`src/rtl/instr_sequencer.sv`:
```
// Fetch/execute sequencer of the 8-bit model CPU.
// Holds IR, phase flop, flags, decode strobes and a retire counter.
module instr_sequencer #(
    parameter int DW    = 8,
    parameter int CNT_W = 16
) (
    input  logic             clk,
    input  logic             rst_n,
    input  logic [DW-1:0]    bus_in,
    input  logic             ir_ld,
    input  logic             sm_en,
    input  logic             cf_en,
    input  logic             zf_en,
    input  logic             alu_cf,
    input  logic             alu_zf,
    output logic [DW-1:0]    ir,
    output logic             sm,
    output logic             c,
    output logic             z,
    output logic             mova,
    output logic             movb,
    output logic             movc,
    output logic             add,
    output logic             sub,
    output logic             and1,
    output logic             not1,
    output logic             rsr,
    output logic             rsl,
    output logic             jmp,
    output logic             jz,
    output logic             jc,
    output logic             in1,
    output logic             out1,
    output logic             nop,
    output logic             halt,
    output logic             halted,
    output logic [CNT_W-1:0] icount
);

    logic [3:0] opcode;

    assign opcode = ir[DW-1 -: 4];

    // Registered state: IR, phase, flags, retired-instruction count
    always_ff @(posedge clk) begin
        if (!rst_n) begin
            ir     <= '0;
            sm     <= 1'b0;
            c      <= 1'b0;
            z      <= 1'b0;
            icount <= '0;
        end else begin
            if (sm_en)
                sm <= ~sm;
            if (ir_ld)
                ir <= bus_in;
            if (cf_en)
                c <= alu_cf;
            if (zf_en)
                z <= alu_zf;
            if (sm && sm_en)
                icount <= icount + 1'b1;
        end
    end

    // One-hot decode of IR, only live in the execute phase
    always_comb begin
        mova = 1'b0;
        movb = 1'b0;
        movc = 1'b0;
        add  = 1'b0;
        sub  = 1'b0;
        and1 = 1'b0;
        not1 = 1'b0;
        rsr  = 1'b0;
        rsl  = 1'b0;
        jmp  = 1'b0;
        jz   = 1'b0;
        jc   = 1'b0;
        in1  = 1'b0;
        out1 = 1'b0;
        nop  = 1'b0;
        halt = 1'b0;
        if (sm) begin
            unique case (opcode)
                4'h1: add  = 1'b1;
                4'h2: sub  = 1'b1;
                4'h3: and1 = 1'b1;
                4'h4: not1 = 1'b1;
                4'h5: rsr  = 1'b1;
                4'h6: rsl  = 1'b1;
                4'h7: jmp  = 1'b1;
                4'h8: jz   = 1'b1;
                4'h9: jc   = 1'b1;
                4'hA: in1  = 1'b1;
                4'hB: out1 = 1'b1;
                4'hC: begin
                    if (ir[3:2] == 2'b11)
                        movb = 1'b1;
                    else if (ir[1:0] == 2'b11)
                        movc = 1'b1;
                    else
                        mova = 1'b1;
                end
                4'hF: halt = 1'b1;
                // nop plus the undefined 1101/1110 opcodes
                default: nop = 1'b1;
            endcase
        end
    end

    assign halted = sm & halt & ~sm_en;

endmodule

```
`config.mk`:
```
export PLATFORM = sky130hd
export DESIGN_NAME = instr_sequencer
export DESIGN_NICKNAME = d
export VERILOG_FILES = /design/src/rtl/instr_sequencer.sv
export SDC_FILE = /design/constraint.sdc
export NUM_CORES = 1
export LEC_CHECK = 0
export CAP_MARGIN = 40
export CORE_ASPECT_RATIO = 0.7
export CORE_UTILIZATION = 41
export CTS_BUF_LIST = sky130_fd_sc_hd__clkbuf_4 sky130_fd_sc_hd__clkbuf_8 sky130_fd_sc_hd__clkbuf_16
export CTS_CLUSTER_DIAMETER = 120
export DETAILED_ROUTE_END_ITERATION = 10
export HOLD_SLACK_MARGIN = 0.03
export PLACE_DENSITY_LB_ADDON = 0.3
export SYNTH_ARGS = -nofsm -noshare
export SYNTH_HDL_FRONTEND = slang
export SYNTH_SLANG_ARGS = --single-unit
```
`constraint.sdc`:
```
create_clock -name clk -period 1.8 [get_ports clk]
set_input_delay 0.36 -clock clk [delete_from_list [all_inputs] [get_ports clk]]
set_output_delay 0.36 -clock clk [all_outputs]
set_load 0.01 [all_outputs]
```
# After elaboration in Yosys (flattened, before gate mapping)
# Index checks and enable logic that the tools add are counted.
# totals
reg_bits	27
input_bits	16
out_inout_bits	44
elab_cells	64
# classes
addsub	1
n_eq_ne	15
muxes	37
bitwise	4
reduce_logical	2
# ops
cell	count
1-bit 2-to-1 mux	37
4-bit equality test (second input constant)	6
16-bit by 1-bit adder with 16-bit output (second input constant)	1
4-bit by 3-bit equality test with 1-bit output (second input constant)	4
13-bit OR reduction	1
4-bit by 2-bit equality test with 1-bit output (second input constant)	2
2-bit equality test (second input constant)	2
4-bit by 1-bit equality test with 1-bit output (second input constant)	1
1-bit AND	2
1-bit NOT	2
1-bit logical AND	1

# Depth between registers and ports, before layout
# logic_depth
depth_word	5
depth_mapped	5
mapped_depth_nobuf	5

# Worst setup path after synthesis
# Ideal clock, no wire load.
# synth_timing
path_type	register to output
from	register ir[6]
to	output port mova
arrival_ps	1221
required_ps	1440
slack_ps	219
stages_incl_launch_ff	6
path_buffers	1
cell_sequence	dfxtp_1 > clkbuf_1 > nand2_1 > nor3_1 > nand2_1 > a21oi_1
# synth_via
elab_chain_cells	3
# synth_rtl
item	line	text
start: declaration	16	output logic [DW-1:0] ir,
start signal: assignment	56	ir <= bus_in;
4-bit equality test	85	unique case (opcode)
1-bit 2-to-1 mux	85	
1-bit 2-to-1 mux	84	if (sm) begin
end: declaration	20	output logic mova,
# No other way between the ends.

# Final worst setup path
# layout_timing
from	register ir[6]
to	output port jz
# layout_via
elab_chain_cells	3
# layout_rtl
item	line	text
4-bit equality test	85	
1-bit 2-to-1 mux	85	
1-bit 2-to-1 mux	84	
end: declaration	30	output logic jz,
# No other way between the ends.

==> reports/results.ini <==
[clocking]
cts.clk_slew.worst_paths_ns = 0.09
cts_root_buffer = clkbuf_8
holdBufCountCts = 0
clockBufferDepth = 2
post_cts_buffers = 0
cts_tree = yes
cts.sink_count = 27
cts_inserted_buffers = 3
clock_latency_ns = 0.27
htreeDepth = 1

[global_route]
grt_pass1_wl_um = 5460
first_global_vias = 1219
antenna_found_initial = 0
grt_max_degree = 23
track_usage = 0.199
grt_overflow = 0

[floorplan]
start_util = 0.452
dieArea_um2 = 3460
die_width_um = 69.9
row_count = 16
dieHeight_um = 49.5
ioPinCount = 60
core_area_um2 = 2920

[critical_path]
crit_path_top_delay_cell = dfxtp_2
cp_data_required_time_ns = 1.44
r2r_slack_ns = 0.27
worst_ep_arrival_time_ns = 1.40
crit_family = buffers and inverters
crit_type = reg2out
critical-path-max-stage-delay_ns = 0.33
cp-start-kind = flip-flop
setup.worst_path.start = ir[6]$_SDFFE_PN0P_
r2r-start = icount[0]$_SDFFE_PN0P_
critPathBufInv = 2
worst_r2r_endpoint = icount[12]$_SDFFE_PN0P_
crit_fanout = 7
end_kind = output pin
r2r_cells = 5
cp_cell_sequence = buf_4 > nand2b_2 > nor3_2 > clkdlybuf4s15_1

[synthesis]
yosysWarnings = 0
synth_top_cells_by_count = dfxtp_1, nor2_1, nand2_1
synth-edff-count = 0
async_reset_ff_frac = 0
synth.area.mux_share = 0.114
syn_area_um2 = 1320
ys_dominant_reg_cell = dfxtp_1
synth_area_leader_cell = dfxtp_1
synth_compound_area_frac = 0.0208
synth_top_family_by_area = simple AND/OR/NAND/NOR gates
synth_top_area_frac = 0.409
synthCells = 159
yosysSeqAreaShare = 0.409
synth_xor_xnor_area_share = 0.0728
yosysUniqueCellTypes = 26
syn_area_per_cell_um2 = 8.32
ys_ff_latch = 27
synth-simple-area-share = 0.334
ys_top_cells_by_area = dfxtp_1, mux2i_1, nor2_1, nand2_1, xnor2_1
syn-num-nets = 176
synth_fa_ha_area_frac = 0.00946

[sta]
setup_viol = 0
slew_viol_final = 0
period_share = 0.980
rsz0062_at_grt = true
hold_ws_ns = 0.480
fmax_mhz = 567
setup_slack_ns = 0.0352
hold_viol = 0
slew_headroom = 0.675
period_minus_slack_ns = 1.76
max_slew.worst_pin.slew_ns = 0.485
clock_skew_ns = 0.00524

[route]
viasPerCell = 5.17
vias = 1359
dr.pass1.iters = 4
wl_per_cell_um = 13.2
drtAntennaViolNets = 0
wl_um = 3470
drtIter0Drc = 72
drcViolationCount = 0

[worst_hold_path]
holdPathEnd = icount[15]$_SDFFE_PN0P_
hold_class = reg2reg
whs_path_depth = 2
hold_start = icount[15]$_SDFFE_PN0P_

[place]
gp_congestion = 0.796
port_buffers = 59
dp_worst_setup_slack_ns = -0.189
dp_hpwl_um = 2610

[pwr]
total_leakage_power_nw = 0.862
peakVddDrop_mv = 0.574
power_density_nw_per_um2 = 581

[layout]
n_antenna_cell = 0
nFillCells = 213
multi_input_area_um2 = 762
drive_gt1_frac = 0.154
synthToLayoutAreaGrowth_pct = 56.7
nNetsFinal = 245
register_area_um2 = 546

[flow_run]
cap_viol_max_count = 0

[outcome]
status = finished, final reports clean

## worst max path at each step
stage | to | slack, ns | depth (start not counted)
6_report | jz | 0.04 | 4
4_1_cts | nop | 0.006 | 4
3_3_place_gp | halted | -0.13 | 3
3_5_place_dp | halted | -0.19 | 3
5_1_grt | jz | -0.02 | 4
2_1_floorplan | mova | 0.22 | 5
## where the power goes
group,total (mW),switching [mW],internal [mW]
combinational,0.207,0.0927,0.115
clock,0.364,0.190,0.174
sequential,0.633,0.0185,0.615
## state kept, by name, indices dropped and copies added (netlist names)
name,cells
sm,1
c,1
icount,16
z,1
ir,8
## layer usage
| layer | vias up | part of all wire | track usage |
|---|---|---|---|
| li1 | 672 | - | - |
| met1 | 636 | 0.47 | 0.255 |
| met2 | 47 | 0.46 | 0.337 |
| met3 | 4 | 0.062 | 0.0532 |
| met4 | 0 | 0.0063 | 0.0400 |
| met5 | - | 0 | 0 |
## cells in the final DEF, fill, tap and decap left out
| master | synthesis | routed |
|---|---|---|
| buf_6 | 0 | 1 |
| nor3_2 | 0 | 2 |
| ha_1 | 1 | 1 |
| nor4_4 | 1 | 2 |
| dfxtp_2 | 0 | 1 |
| xnor2_1 | 7 | 7 |
| buf_4 | 1 | 13 |
| nand2_1 | 17 | 17 |
| nor4_2 | 0 | 1 |
| nand2b_2 | 0 | 1 |
| a21oi_1 | 3 | 3 |
| nand3_2 | 1 | 1 |
| nand2b_1 | 8 | 7 |
| nor3_1 | 10 | 8 |
| and3_1 | 2 | 2 |
| nand3b_1 | 1 | 1 |
| nor2_1 | 27 | 27 |
| clkdlybuf4s50_1 | 0 | 42 |
| mux2i_1 | 15 | 15 |
| dfxtp_4 | 0 | 1 |
| dlygate4sd2_1 | 0 | 7 |
| inv_1 | 4 | 4 |
| nand3_1 | 7 | 7 |
| clkbuf_8 | 0 | 3 |
| nand4_1 | 4 | 4 |
| clkbuf_4 | 0 | 1 |
| and4_1 | 1 | 1 |
| nand4_2 | 1 | 1 |
| o21ai_0 | 1 | 1 |
| clkdlybuf4s15_1 | 0 | 3 |
| nor4_1 | 6 | 4 |
| o21a_1 | 1 | 1 |
| clkbuf_2 | 0 | 7 |
| xor2_1 | 4 | 4 |
| dfxtp_1 | 27 | 25 |
| or3_1 | 1 | 1 |
## repair_timing
item / CTS / global route
endpoints found under the setup margin: 17 / 11
pin swaps: 0 / 0
gates resized for setup: 24 / 24
## stage by stage
| step | TNS, ns | util | power, mW | cells | cell area [um2] |
|---|---|---|---|---|---|
| floorplan | 0 | - | 0.733 | 159 | 1320 |
| global placement | -0.680 | 0.693 | 0.840 | 259 | 2020 |
| detailed placement | -1.40 | 0.693 | 0.845 | 259 | 2020 |
| CTS | 0 | 0.708 | 1.20 | 263 | 2070 |
| global route | -0.0355 | 0.709 | 1.25 | 263 | 2070 |
| finish | 0 | 0.709 | 1.20 | 263 | 2070 |
## worst register-to-register path, stage by stage (launching register included)
cell	delay, ns
dfxtp_1	0.42
ha_1	0.20
nand4_1	0.22
nor4_1	0.34
nand2_1	0.12
mux2i_1	0.13
## cells by family (layout without fill, tap and decap cells)
logic type | count (synthesis) | in the layout
AO/OA/AOI/OAI | 5 | 5
XOR/XNOR | 11 | 11
adder cells (fa/ha/maj) | 1 | 1
buffers and inverters | 13 | 81
flip-flops | 27 | 27
multiplexers | 15 | 15
AND/OR/NAND/NOR | 87 | 87
## area by class of cell
class | count | share of cell area
timing repair buffer | 73 | 0.316
tap | 36 | 0.0217
clock buffer | 4 | 0.0236
sequential | 27 | 0.263
inverter | 4 | 0.00725
multi-input combinational | 119 | 0.368
Power figures use the tool's default switching activity.
